===== src/rtl/irq_ctrl_multi.sv =====
// Parametrised interrupt controller for the V30: per-channel edge/level mode,
// masking, fixed priority (channel 0 highest) and optional in-service nesting.
module irq_ctrl_multi #(
  parameter int         NUM_IRQ    = 8,
  parameter logic [8:0] VEC_BASE   = 9'h080,
  parameter int         VEC_STRIDE = 8,
  parameter logic [7:0] RESET_MASK = 8'h00,
  parameter logic [7:0] RESET_MODE = 8'hFF,
  parameter bit         AUTO_EOI   = 1'b1
) (
  input  logic               CLK_32M,
  input  logic               reset_n,
  input  logic               ce,
  input  logic [NUM_IRQ-1:0] irq_in,
  output logic               irq_rq,
  output logic [8:0]         irq_vector,
  input  logic               irq_ack,
  input  logic               cfg_we,
  input  logic [1:0]         cfg_addr,
  input  logic [7:0]         cfg_din,
  output logic [7:0]         cfg_dout
);
  // state | meaning
  // IDLE  | no request outstanding; grant the winner on the next ce
  // REQ   | irq_rq high, vector frozen until ack on ce
  typedef enum logic {IDLE, REQ} state_t;
  state_t state, state_n;

  logic [NUM_IRQ-1:0] mask, mode, pend_lat, prev, isr;
  logic [NUM_IRQ-1:0] edge_set, pend_nxt, pend_view, elig, gclr, lat_n;
  logic [NUM_IRQ-1:0] eoi_clr, isr_set, isr_n;
  logic [8:0]         base, vec_calc;
  logic [2:0]         gnt_idx, win;
  logic               any_elig, grant, ack_fire, isr_acc;
  logic               wr_mask, wr_mode, wr_eoi, wr_base;

  assign wr_mask = cfg_we && (cfg_addr == 2'd0);
  assign wr_mode = cfg_we && (cfg_addr == 2'd1);
  assign wr_eoi  = cfg_we && (cfg_addr == 2'd2);
  assign wr_base = cfg_we && (cfg_addr == 2'd3);

  // pend_nxt includes this ce's edges so an edge can be granted in the same ce
  assign edge_set  = ce ? (irq_in & ~prev & mode) : '0;
  assign pend_nxt  = ((pend_lat | edge_set) & mode) | (irq_in & ~mode);
  assign pend_view = (pend_lat & mode) | (irq_in & ~mode);
  assign irq_rq    = (state == REQ);

  always_comb begin
    elig    = '0;
    win     = '0;
    isr_acc = 1'b0;
    for (int i = 0; i < NUM_IRQ; i++) begin
      isr_acc = isr_acc | isr[i];
      elig[i] = pend_nxt[i] & ~mask[i] & ~isr_acc;
    end
    for (int i = NUM_IRQ - 1; i >= 0; i--) begin
      if (elig[i]) win = 3'(i);
    end
    any_elig = |elig;
  end

  always_comb begin
    state_n  = state;
    grant    = 1'b0;
    ack_fire = 1'b0;
    case (state)
      IDLE: if (ce && any_elig) begin
        grant   = 1'b1;
        state_n = REQ;
      end
      REQ: if (ce && irq_ack) begin
        ack_fire = 1'b1;
        state_n  = IDLE;
      end
      default: state_n = IDLE;
    endcase
  end

  assign vec_calc = base + 9'(int'(win) * VEC_STRIDE);

  // A granted latch survives only if a fresh edge arrives on top of an older one.
  always_comb begin
    gclr    = '0;
    lat_n   = '0;
    eoi_clr = '0;
    isr_set = '0;
    for (int i = 0; i < NUM_IRQ; i++) begin
      gclr[i]    = grant && (win == 3'(i));
      lat_n[i]   = gclr[i] ? (pend_lat[i] & edge_set[i]) : (pend_lat[i] | edge_set[i]);
      isr_set[i] = ack_fire && (gnt_idx == 3'(i));
    end
    if (wr_mode) lat_n = lat_n & cfg_din[NUM_IRQ-1:0];
    for (int i = NUM_IRQ - 1; i >= 0; i--) begin
      if (isr[i]) begin
        eoi_clr    = '0;
        eoi_clr[i] = 1'b1;
      end
    end
    if (AUTO_EOI) isr_n = '0;
    else          isr_n = (isr & ~(wr_eoi ? eoi_clr : '0)) | isr_set;
  end

  always_comb begin
    cfg_dout = '0;
    case (cfg_addr)
      2'd0:    cfg_dout[NUM_IRQ-1:0] = mask;
      2'd1:    cfg_dout[NUM_IRQ-1:0] = mode;
      2'd2:    cfg_dout[NUM_IRQ-1:0] = pend_view;
      default: cfg_dout[NUM_IRQ-1:0] = isr;
    endcase
  end

  always_ff @(posedge CLK_32M or negedge reset_n) begin
    if (!reset_n) state <= IDLE;
    else          state <= state_n;
  end

  always_ff @(posedge CLK_32M or negedge reset_n) begin
    if (!reset_n) begin
      mask       <= RESET_MASK[NUM_IRQ-1:0];
      mode       <= RESET_MODE[NUM_IRQ-1:0];
      base       <= VEC_BASE;
      pend_lat   <= '0;
      prev       <= '0;
      isr        <= '0;
      irq_vector <= VEC_BASE;
      gnt_idx    <= '0;
    end else begin
      if (wr_mask) mask <= cfg_din[NUM_IRQ-1:0];
      if (wr_mode) mode <= cfg_din[NUM_IRQ-1:0];
      if (wr_base) base <= {cfg_din, 1'b0};
      if (ce)      prev <= irq_in;
      pend_lat <= lat_n;
      isr      <= isr_n;
      if (grant) begin
        irq_vector <= vec_calc;
        gnt_idx    <= win;
      end
    end
  end
endmodule


===== config.mk =====
export PLATFORM = sky130hd
export DESIGN_NAME = irq_ctrl_multi
export DESIGN_NICKNAME = d
export VERILOG_FILES = /design/src/rtl/irq_ctrl_multi.sv
export SDC_FILE = /design/constraint.sdc
export NUM_CORES = 1
export LEC_CHECK = 0
export CAP_MARGIN = 10
export CORE_UTILIZATION = 54
export DETAILED_ROUTE_END_ITERATION = 10
export MAX_ROUTING_LAYER = met4
export PLACE_DENSITY_LB_ADDON = 0.15
export SETUP_SLACK_MARGIN = 0.5
export SYNTH_ARGS = -nofsm -noshare
export SYNTH_HDL_FRONTEND = slang
export SYNTH_SLANG_ARGS = --single-unit

===== constraint.sdc =====
create_clock -name CLK_32M -period 3 [get_ports CLK_32M]
set_input_delay 0.6 -clock CLK_32M [delete_from_list [all_inputs] [get_ports CLK_32M]]
set_output_delay 0.6 -clock CLK_32M [all_outputs]
set_load 0.05 [all_outputs]

==> impl_results.md <==
- Worst path arrival time: 2.84 ns
- Worst skew pair latency: 0.30 ns
- I/O Buffers: 39
- Power share of the combinational group: 52.1%
- Power per cell area: 792 nW/µm²
- Slew of the pin with the lowest slew margin: 0.625 ns
- Post-Route Utilization: 78.0%
- Final setup fails: 0
- Initial antenna violation count: 0
- Ys async rst share: 100%
- Layout cells sized above 1: 43.8%
- Synth Cell Area: 2710 µm²
- GRT Util Overall: 29.5%
- Wire per inst: 19.2 µm
- Final Net Count: 343
- First-pass GRT wire length: 11.3 mm
- Hold_ws: 0.394 ns
- Clock sink count: 49
- Period utilization: 88.1%
- Syn. warnings: 0
- Vias in the first global route: 2332
- R2R depth: 10
- Most frequent cells in the layout: buf_4, dfrtp_1, mux2_2
- CTS buffer count: 5
- Top Metal Used: met4
- Clk_skew: 0.0112 ns
- Max Clock Freq: 0.378 GHz
- DRT iter0 DRCs: 142
- Unrepaired setup endpoints after global routing: yes
- Clock share of power: 13.0%
- Post-DP HPWL: 4.71 mm
- Sequential-to-total area share from yosys stat: 45.8%
- Critical path class: reg -> reg
- CTS root buffer: clkbuf_8
- Antenna Nets Post-Route: 0
- Commonest non-fill, non-tap cell in the layout: buf_4
- Post-synth EDFFs: 0
- Met1 WL: 3.04 mm
- Crit-path max FO: 4
- Max Cap Viol: 0
- VDD IR max: 519 µV
- Die Y: 72.8 µm
- Ports: 41
- ANT cells: 0
- Slew headroom: 58.3%
- Sequential power share: 34.9%
- Mean Syn Cell Area: 11.4 µm²
- Gpl congestion: 0.875
- Pin count of the biggest net entering global routing: 50
- Synth top area cells: dfrtp_1, mux2_2, dfstp_2
- Clock transition at the registers of the reported paths: 0.09 ns
- Sw frac: 39.4%
- Status: finished clean
- CP Data Required Time: 3.20 ns
- WL met2: 3.68 mm
- Die width: 72.8 µm
- Core ar.: 4790 µm²
- Register bit count reported by yosys: 49
- CTS tree: done
- DRC Markers: 0
- DRT Pass-1 Iters: 4
- Pint: 1.79 mW
- Grt total ovfl: 0
- Reg2reg setup slack: 0.36 ns
- Fill count: 314
- Slew Limit Fails: 0
- Synth cell types: 45
- Fin crit period: 2.64 ns
- Max H-tree Level: 2
- Via/cell ratio: 5.96
- Total chip power: 2.96 mW
- Vias: 2287
- Instance count of the mapped netlist: 237
- Synthesized Nets: 264
- Final WL: 7.37 mm
- Final Hold Fails: 0
- Worst r2r dst: irq_vector[5]$_DFFE_PN0N_
- Die Area: 5300 µm²
- CP startpoint kind: flip-flop
- Post-synth top area share: 36.1%
- Reg2reg start: mode[7]$_DFFE_PN1P_
- Leakage: 1.65 nW
- Top_reg_cell synth: dfrtp_1
- Routed length on met3: 516 µm
- Initial Utilization: 56.5%
- Cell taking the most area after synthesis: dfrtp_1
- Hold WC Path Type: in -> async
- Crit end category: flip-flop
- Cell row count: 25
- Area delta synth->final: 38.0%
- Clock buffer depth: 2
- Psw: 1.17 mW
==> synthesized netlist by cell type, drive strengths merged, types with 3 or more instances <==
cell and instances:
clkbuf 5, and4b 6, o22ai 4, a21o 15, a211oi 10, mux2i 9
mux2 39, buf 5, o21ai 4, ha 3, nand3b 9, dfrtp 39
a21oi 13, nor2 19, nand2 12, dfstp 10
==> metrics by stage <==
| step | worst slack, ns | TNS (ns) | instance area, µm² | std cells |
|---|---|---|---|---|
| after floorplan | 0.423 | 0 | 2730 | 237 |
| after global placement | -0.172 | -0.621 | 3410 | 359 |
| after detailed placement | -0.293 | -1.12 | 3410 | 359 |
| after CTS | 0.374 | 0 | 3600 | 376 |
| after global routing | 0.256 | 0 | 3730 | 384 |
| final | 0.356 | 0 | 3730 | 384 |
==> routing by layer <==
layer	up-vias	global-route usage (%)
met2	94	48.5
met3	13	5.52
li1	1035	-
met1	1145	36.7
met5	-	-
met4	0	10.2
==> cell type report <==
class	instances	area (µm²)	share of cell area [%]
multi-input combinational	176	1540	41.2
sequential	49	1240	33.2
timing repair buffer	82	781	20.9
tap	67	83.8	2.25
clock buffer	5	68.8	1.84
clock inverter	3	17.5	0.469
inverter	2	7.51	0.201
==> critical path, cell delays in order, from the launching register on <==
cell	delay (ns)
dfstp_2	0.61
mux2i_4	0.28
a21oi_4	0.09
and2b_2	0.22
o31ai_4	0.18
a21boi_2	0.09
ha_2	0.19
fa_2	0.34
buf_4	0.14
xor2_1	0.14
mux2_4	0.25
==> state kept, by name (all words and copies together), names as in the netlist <==
signal and flops:
base 8, irq_vector 8, mask 8, mode 8, pend_lat 8, prev 8
irq_rq 1
==> worst max path at each step <==
stage / end / start / cells after the start
2_1_floorplan: irq_vector[7]$_DFFE_PN1N_ / ce / 12
3_3_place_gp: irq_vector[7]$_DFFE_PN1N_ / ce / 12
3_5_place_dp: irq_vector[7]$_DFFE_PN1N_ / ce / 12
4_1_cts: irq_vector[8]$_DFFE_PN0N_ / mode[6]$_DFFE_PN1P_ / 12
5_1_grt: irq_vector[7]$_DFFE_PN1N_ / mode[7]$_DFFE_PN1P_ / 11
6_report: irq_vector[5]$_DFFE_PN0N_ / mode[7]$_DFFE_PN1P_ / 10
==> logic make-up after synthesis <==
logic type / after synthesis / synth area share, %
flops: 49 / 45.8
xor+xnor: 4 / 1.30
compound gates: 55 / 14.0
buf+inv: 12 / 2.17
simple gates: 63 / 13.4
mux: 48 / 20.7
other cells: 1 / 0.139
fa+ha+maj: 5 / 2.50
==> what timing repair did <==
action / CTS / global route
setup endpoints to repair: 20 / 10
hold buffers: 0 / 0
endpoints found under the hold margin: 0 / 0
pin swaps: 5 / 9
gates cloned: 1 / 0
resized for setup: 22 / 22
setup buffers: 8 / 8
==> power by group through the flow <==
| stage | registers (mW) | clock network (mW) | logic (mW) |
|---|---|---|---|
| CTS | 1.02 | 0.389 | 1.41 |
| global placement | 1.01 | 0 | 1.31 |
| global route | 1.05 | 0.415 | 1.63 |
| floorplan | 1.20 | 0 | 0.646 |
| detailed placement | 1.02 | 0 | 1.34 |
| finish | 1.03 | 0.385 | 1.54 |
No activity file was read; power rests on OpenSTA's default activity.
